### src/rtl/gpio_config_shift_ctrl_if.sv
// gpio_config_shift_ctrl_if
//   Bundles the pad-config controller's management-side signals.
//   master: management chain / defaults block (drives strobes, data, defaults)
//   slave : gpio_config_shift_ctrl (drives serial_data_out, cfg_out, status)
// Signals:
//   gpio_defaults   static defaults word from gpio_defaults_block_NNN
//   defaults_reload 1-cycle strobe, restore defaults
//   serial_shift    1-cycle strobe, shift in serial_data_in
//   serial_data_in  serial bit
//   serial_load     1-cycle strobe, commit the shifted frame
//   serial_data_out shift register MSB, to next pad in the chain
//   cfg_out         live pad configuration
//   cfg_valid       1-cycle pulse when cfg_out is committed
//   busy            high during the commit cycle
//   load_err        sticky rejected-load flag
interface gpio_config_shift_ctrl_if #(
  parameter int CFG_WIDTH = 10
);
  logic [CFG_WIDTH-1:0] gpio_defaults;
  logic                 defaults_reload;
  logic                 serial_shift;
  logic                 serial_data_in;
  logic                 serial_load;
  logic                 serial_data_out;
  logic [CFG_WIDTH-1:0] cfg_out;
  logic                 cfg_valid;
  logic                 busy;
  logic                 load_err;

  modport master (
    output gpio_defaults, defaults_reload, serial_shift, serial_data_in, serial_load,
    input  serial_data_out, cfg_out, cfg_valid, busy, load_err
  );

  modport slave (
    input  gpio_defaults, defaults_reload, serial_shift, serial_data_in, serial_load,
    output serial_data_out, cfg_out, cfg_valid, busy, load_err
  );
endinterface

### src/rtl/gpio_config_shift_ctrl.sv
// gpio_config_shift_ctrl
//   Per-pad configuration register. Captures the gpio_defaults word at reset,
//   accepts a serial MSB-first reconfiguration frame, commits it to cfg_out on
//   a load strobe and forwards the shift register MSB for daisy-chaining.
// Ports:
//   wb_clk_i  system clock, all state on the rising edge
//   wb_rst_i  synchronous reset, active-high
//   cfg       gpio_config_shift_ctrl_if.slave (strobes, serial data, cfg_out, status)
// Configuration macro:
//   GPIO_CFG_PARITY_EN  frame carries a trailing even-parity bit; loads with bad
//                       parity are rejected. Undefined: data-only frame.
//
// state  | meaning
// IDLE   | no frame bits since last load/reload/reset
// SHIFT  | at least one frame bit received
// COMMIT | one cycle after an accepted load/reload; cfg_valid=busy=1, strobes ignored
module gpio_config_shift_ctrl #(
  parameter int CFG_WIDTH = 10
) (
  input  logic                    wb_clk_i,
  input  logic                    wb_rst_i,
  gpio_config_shift_ctrl_if.slave cfg
);
`ifdef GPIO_CFG_PARITY_EN
  localparam int FRAME_W = CFG_WIDTH + 1;
`else
  localparam int FRAME_W = CFG_WIDTH;
`endif
  localparam int CNT_W = $clog2(FRAME_W + 1);

  typedef enum logic [1:0] {IDLE, SHIFT, COMMIT} state_t;

  state_t               state;
  logic [FRAME_W-1:0]   shift_reg;
  logic [CNT_W-1:0]     bit_cnt;
  logic [CFG_WIDTH-1:0] cfg_reg;
  logic                 cfg_valid_r;
  logic                 busy_r;
  logic                 load_err_r;

  logic [FRAME_W-1:0]   defaults_frame;
  logic [CFG_WIDTH-1:0] frame_data;
  logic                 parity_ok;
  logic                 frame_full;

`ifdef GPIO_CFG_PARITY_EN
  // Defaults sit in the data field with a zero parity slot below them.
  assign defaults_frame = {cfg.gpio_defaults, 1'b0};
  assign frame_data     = shift_reg[CFG_WIDTH:1];
  assign parity_ok      = ~^shift_reg;
`else
  assign defaults_frame = cfg.gpio_defaults;
  assign frame_data     = shift_reg;
  assign parity_ok      = 1'b1;
`endif

  assign frame_full = (bit_cnt == CNT_W'(FRAME_W));

  always_ff @(posedge wb_clk_i) begin
    if (wb_rst_i) begin
      state       <= IDLE;
      shift_reg   <= defaults_frame;
      cfg_reg     <= cfg.gpio_defaults;
      bit_cnt     <= '0;
      cfg_valid_r <= 1'b0;
      busy_r      <= 1'b0;
      load_err_r  <= 1'b0;
    end else begin
      cfg_valid_r <= 1'b0;
      busy_r      <= 1'b0;
      case (state)
        COMMIT: state <= IDLE;
        default: begin
          if (cfg.defaults_reload) begin
            shift_reg   <= defaults_frame;
            cfg_reg     <= cfg.gpio_defaults;
            bit_cnt     <= '0;
            state       <= COMMIT;
            cfg_valid_r <= 1'b1;
            busy_r      <= 1'b1;
          end else if (cfg.serial_load) begin
            bit_cnt <= '0;
            if (frame_full && parity_ok) begin
              cfg_reg     <= frame_data;
              state       <= COMMIT;
              cfg_valid_r <= 1'b1;
              busy_r      <= 1'b1;
            end else begin
              load_err_r <= 1'b1;
              state      <= IDLE;
            end
          end else if (cfg.serial_shift) begin
            // Shifting continues past a full count so chained frames pass through.
            shift_reg <= {shift_reg[FRAME_W-2:0], cfg.serial_data_in};
            if (!frame_full) bit_cnt <= bit_cnt + CNT_W'(1);
            state <= SHIFT;
          end
        end
      endcase
    end
  end

  assign cfg.serial_data_out = shift_reg[FRAME_W-1];
  assign cfg.cfg_out         = cfg_reg;
  assign cfg.cfg_valid       = cfg_valid_r;
  assign cfg.busy            = busy_r;
  assign cfg.load_err        = load_err_r;
endmodule

### src/flat_wrapper.sv
// flat-port wrapper written by rule: the top's interface ports become plain ports
module gpio_config_shift_ctrl_flat 
#(
  parameter int CFG_WIDTH = 10
)
  (wb_clk_i, wb_rst_i, cfg_gpio_defaults, cfg_defaults_reload, cfg_serial_shift, cfg_serial_data_in, cfg_serial_load, cfg_serial_data_out, cfg_cfg_out, cfg_cfg_valid, cfg_busy, cfg_load_err);
  gpio_config_shift_ctrl_if #(.CFG_WIDTH(CFG_WIDTH)) cfg_i ();
  input  logic wb_clk_i;
  input  logic wb_rst_i;
  input wire logic [$bits(cfg_i.gpio_defaults)-1:0] cfg_gpio_defaults;
  input wire logic [$bits(cfg_i.defaults_reload)-1:0] cfg_defaults_reload;
  input wire logic [$bits(cfg_i.serial_shift)-1:0] cfg_serial_shift;
  input wire logic [$bits(cfg_i.serial_data_in)-1:0] cfg_serial_data_in;
  input wire logic [$bits(cfg_i.serial_load)-1:0] cfg_serial_load;
  output wire logic [$bits(cfg_i.serial_data_out)-1:0] cfg_serial_data_out;
  output wire logic [$bits(cfg_i.cfg_out)-1:0] cfg_cfg_out;
  output wire logic [$bits(cfg_i.cfg_valid)-1:0] cfg_cfg_valid;
  output wire logic [$bits(cfg_i.busy)-1:0] cfg_busy;
  output wire logic [$bits(cfg_i.load_err)-1:0] cfg_load_err;
  assign cfg_i.gpio_defaults = cfg_gpio_defaults;
  assign cfg_i.defaults_reload = cfg_defaults_reload;
  assign cfg_i.serial_shift = cfg_serial_shift;
  assign cfg_i.serial_data_in = cfg_serial_data_in;
  assign cfg_i.serial_load = cfg_serial_load;
  assign cfg_serial_data_out = cfg_i.serial_data_out;
  assign cfg_cfg_out = cfg_i.cfg_out;
  assign cfg_cfg_valid = cfg_i.cfg_valid;
  assign cfg_busy = cfg_i.busy;
  assign cfg_load_err = cfg_i.load_err;
  gpio_config_shift_ctrl #(.CFG_WIDTH(CFG_WIDTH)) u_core (.wb_clk_i(wb_clk_i), .wb_rst_i(wb_rst_i), .cfg(cfg_i));
endmodule
### config.mk
export PLATFORM = sky130hd
export DESIGN_NAME = gpio_config_shift_ctrl_flat
export DESIGN_NICKNAME = d
export VERILOG_FILES = /design/src/rtl/gpio_config_shift_ctrl_if.sv /design/src/rtl/gpio_config_shift_ctrl.sv /design/src/flat_wrapper.sv
export SDC_FILE = /design/constraint.sdc
export NUM_CORES = 1
export LEC_CHECK = 0
export ABC_CLOCK_PERIOD_IN_PS = 2600
export CAP_MARGIN = 40
export CORE_MARGIN = 5
export CORE_UTILIZATION = 50
export CTS_BUF_LIST = sky130_fd_sc_hd__clkbuf_2 sky130_fd_sc_hd__clkbuf_4 sky130_fd_sc_hd__clkbuf_8
export CTS_CLUSTER_SIZE = 12
export DETAILED_ROUTE_END_ITERATION = 12
export PLACE_DENSITY = 0.81
export REMOVE_ABC_BUFFERS = 1
export SKIP_CTS_REPAIR_TIMING = 1
export SLEW_MARGIN = 10
export SYNTH_ARGS = -nofsm -noshare
export SYNTH_HDL_FRONTEND = slang
export SYNTH_SLANG_ARGS = --single-unit
### constraint.sdc
create_clock -name wb_clk_i -period 2.6 [get_ports wb_clk_i]
set_clock_uncertainty 0.1 [all_clocks]
set_input_delay 0.39 -clock wb_clk_i [delete_from_list [all_inputs] [get_ports wb_clk_i]]
set_output_delay 0.39 -clock wb_clk_i [all_outputs]
set_load 0.05 [all_outputs]
==> flow_summary.yaml <==
run_status:
  status: "finished, final reports clean"
logic_synthesis:
  synthCells: 116
  ys_warn_count: 0
  synth_area_sq_mm: 0.00123
  post_synth_num_cell_types: 26
  seq_area_frac_synth_pct: 61.9
  avgSynthCellArea_sq_um: 10.6
  ys_ff_latch: 28
pwr:
  power_frac_comb_pct: 22.0
  internal_power_mw: 0.649
  peakVddDrop_mv: 0.364
  p_clk_share_pct: 19.4
  p_sw_share_pct: 28.5
  p_leak_nw: 0.639
  power_density_mw_per_mm2: 581
  p_switching_mw: 0.259
  power_frac_seq_pct: 58.7
timing:
  rsz0062_at_grt: "no"
  setup_viol: 0
  timing.slew.headroom_pct: 54.5
  hold_viol: 0
  fin_crit_sh_pct: 76.7
  worst_slew_pin_slew_ps: 681
  drv_slew: 0
  tns_ps: 0
  max_freq_mhz: 502
  period_minus_slack_ps: 1990
min_path:
  holdPathEnd: "u_core.cfg.load_err"
  hold_class: "flip-flop to flip-flop"
  hp-start: "u_core.cfg.load_err"
  min_path_cells: 2
clock_network:
  clockBufferDepth: 2
  numCtsBuffers: 3
  tritoncts: "yes"
  htreeDepth: 1
  cts-root-buf: "clkbuf_4"
  clock_latency_ps: 320
  clock-sinks: 28
  clk_pin_slew_worst_paths_ps: 140
floorplanning:
  dieArea_sq_mm: 0.00355
  core_sq_mm: 0.00241
  die-height_um: 59.6
  die_w_um: 59.6
  ios: 30
  rows: 18
  start_util_pct: 51.0
critical_path:
  slowest_delay_ps: 810
  r2r_cells: 7
  critical_path_arrival_ps: 1500
  critPathBufInv: 1
  reg2reg_to: "u_core.cfg.cfg_out[7]"
  critPathMaxFanout: 2
  r2r_start: "u_core.bit_cnt[0]"
  r2r_slack_ps: 910
  critical_path_required_ps: 2110
  critPathLaunchType: "flip-flop"
  cp_top_family: "buffers and inverters"
  end_kind: "primary output"
  critPathSlowestCell: "clkdlybuf4s50_1"
  crit_chain: "clkdlybuf4s50_1"
  path_class: "flip-flop to primary output"
global_route:
  grt_max_degree: 17
  antenna_found_initial: 0
  gr-total-overflow: 0
  grt_pass1_wl_um: 3930
  grtUsageTotal_pct: 15.0
  grt_pass1_vias: 886
place:
  gp_congestion: 0.729
  dp_hpwl_um: 1860
  port_buffers: 29
layout:
  nNetsFinal: 165
  fillCellCount: 198
  multi_input_area_sq_um: 415
  final_util_pct: 64.9
  antenna_cells: 0
  ff_latch_area_sq_um: 761
  area_growth_pct: 27.3
  drive_gt1_share_pct: 6.85
drt:
  route.detailed.drc: 0
  drtIter0Drc: 15
  final_antenna_net_count: 0
  wl_per_cell_um: 13.8
  via_count: 965
  via_per_inst: 5.48
  finalWirelength_um: 2420
  detail_route.first_pass.iterations: 4
flow_run:
  drv_cap: 0
==> sequential cells by signal, summed over array words and instances, names as in the netlist <==
signal,count
u_core.cfg.cfg_out,10
u_core.frame_data,10
u_core.state,2
u_core.cfg.load_err,1
u_core.bit_cnt,4
u_core.cfg.cfg_valid,1
==> layer usage <==
metal / global-route usage, % / part of all wire (%) / vias up
met1: 17.7 / 39 / 455
met4: 5.70 / 1.2 / 0
met3: 3.27 / 8.8 / 4
met5: 0 / 0 / -
li1: - / - / 465
met2: 26.4 / 51 / 41
==> cell usage in the layout, fill, tap and decap left out, drive strengths merged <==
cell type      count
nand2             34
clkdlybuf4s50     29
edfxtp            20
o21ai             13
dfxtp              8
a21oi              5
or3                5
nor2               5
inv                3
clkbuf             3
buf                3
nand3              3
o21bai             2
nor3               2
a31oi              2
ha                 2
nand3b             1
nor2b              1
a21boi             1
nand4              1
a211oi             1
nor4               1
clkinv             1
==> cell usage after synthesis <==
cell,instances,share of area [%]
nand2_1,34,10
edfxtp_1,20,49
o21ai_0,12,4.9
dfxtp_1,8,13
a21oi_1,5,2.0
or3_1,5,2.5
nor2_1,4,1.2
inv_1,3,0.92
a31oi_1,2,1.0
buf_4,2,1.2
clkbuf_1,2,0.61
ha_1,2,2.0
nand3_1,2,0.81
nor3_1,2,0.81
o21bai_1,2,1.2
a211oi_1,1,0.61
a21boi_0,1,0.61
buf_2,1,0.41
clkbuf_8,1,1.1
nand3_2,1,0.81
nand3b_4,1,1.6
nand4_1,1,0.51
nor2_4,1,0.92
nor2b_1,1,0.51
nor4_1,1,0.51
o21ai_2,1,0.71
==> worst max path at each step <==
stage	start	end	cells after the start
CTS	u_core.frame_data[9]	cfg_serial_data_out	1
finish	u_core.frame_data[9]	cfg_serial_data_out	1
floorplan	u_core.bit_cnt[0]	u_core.cfg.cfg_out[0]	6
global route	cfg_defaults_reload	u_core.frame_data[8]	4
global placement	cfg_defaults_reload	u_core.frame_data[8]	4
detailed placement	cfg_defaults_reload	u_core.frame_data[8]	4
==> power by group through the flow <==
stage	clock (mW)	combinational, mW	sequential, mW
final	0.176	0.200	0.533
after global routing	0.200	0.212	0.536
after CTS	0.180	0.201	0.533
after detailed placement	0	0.200	0.544
after global placement	0	0.197	0.543
after floorplan	0	0.0413	0.615
==> worst reg2reg max path, cell delays in order (launching register included) <==
cell and delay (ps):
dfxtp_1 430, inv_1 60, ha_1 230, nand3b_4 110, nor2_1 50, nor2_1 170
o21bai_1 100, buf_4 200
==> cell families (layout without fill, tap and decap cells) <==
kind of cell	count (synthesis)	in the layout	share of synthesized area, %
compound gates	24	24	11.1
fa+ha+maj	2	2	2.04
simple gates	53	53	20.7
buf+inv	9	39	4.28
flops	28	28	61.9
==> metrics by stage <==
step / hold slack (ps) / instance area, sq um / worst slack, ps / cells / power [mW]
floorplan: 359 / 1190 / 780 / 110 / 0.656
global placement: 367 / 1540 / 440 / 172 / 0.739
detailed placement: 375 / 1540 / 360 / 172 / 0.744
CTS: 418 / 1560 / 599 / 176 / 0.914
global route: 453 / 1560 / 487 / 176 / 0.949
finish: 415 / 1560 / 607 / 176 / 0.908
==> cell type report <==
type	instances	share of cell area, %
flip-flops and latches	28	48.6
multi-input cells	79	26.6
repair buffers	32	20.0
well taps	30	2.40
clock buffers	3	1.44
inverters	3	0.720
clock inverters	1	0.240
(Power assumes the default switching activity.)
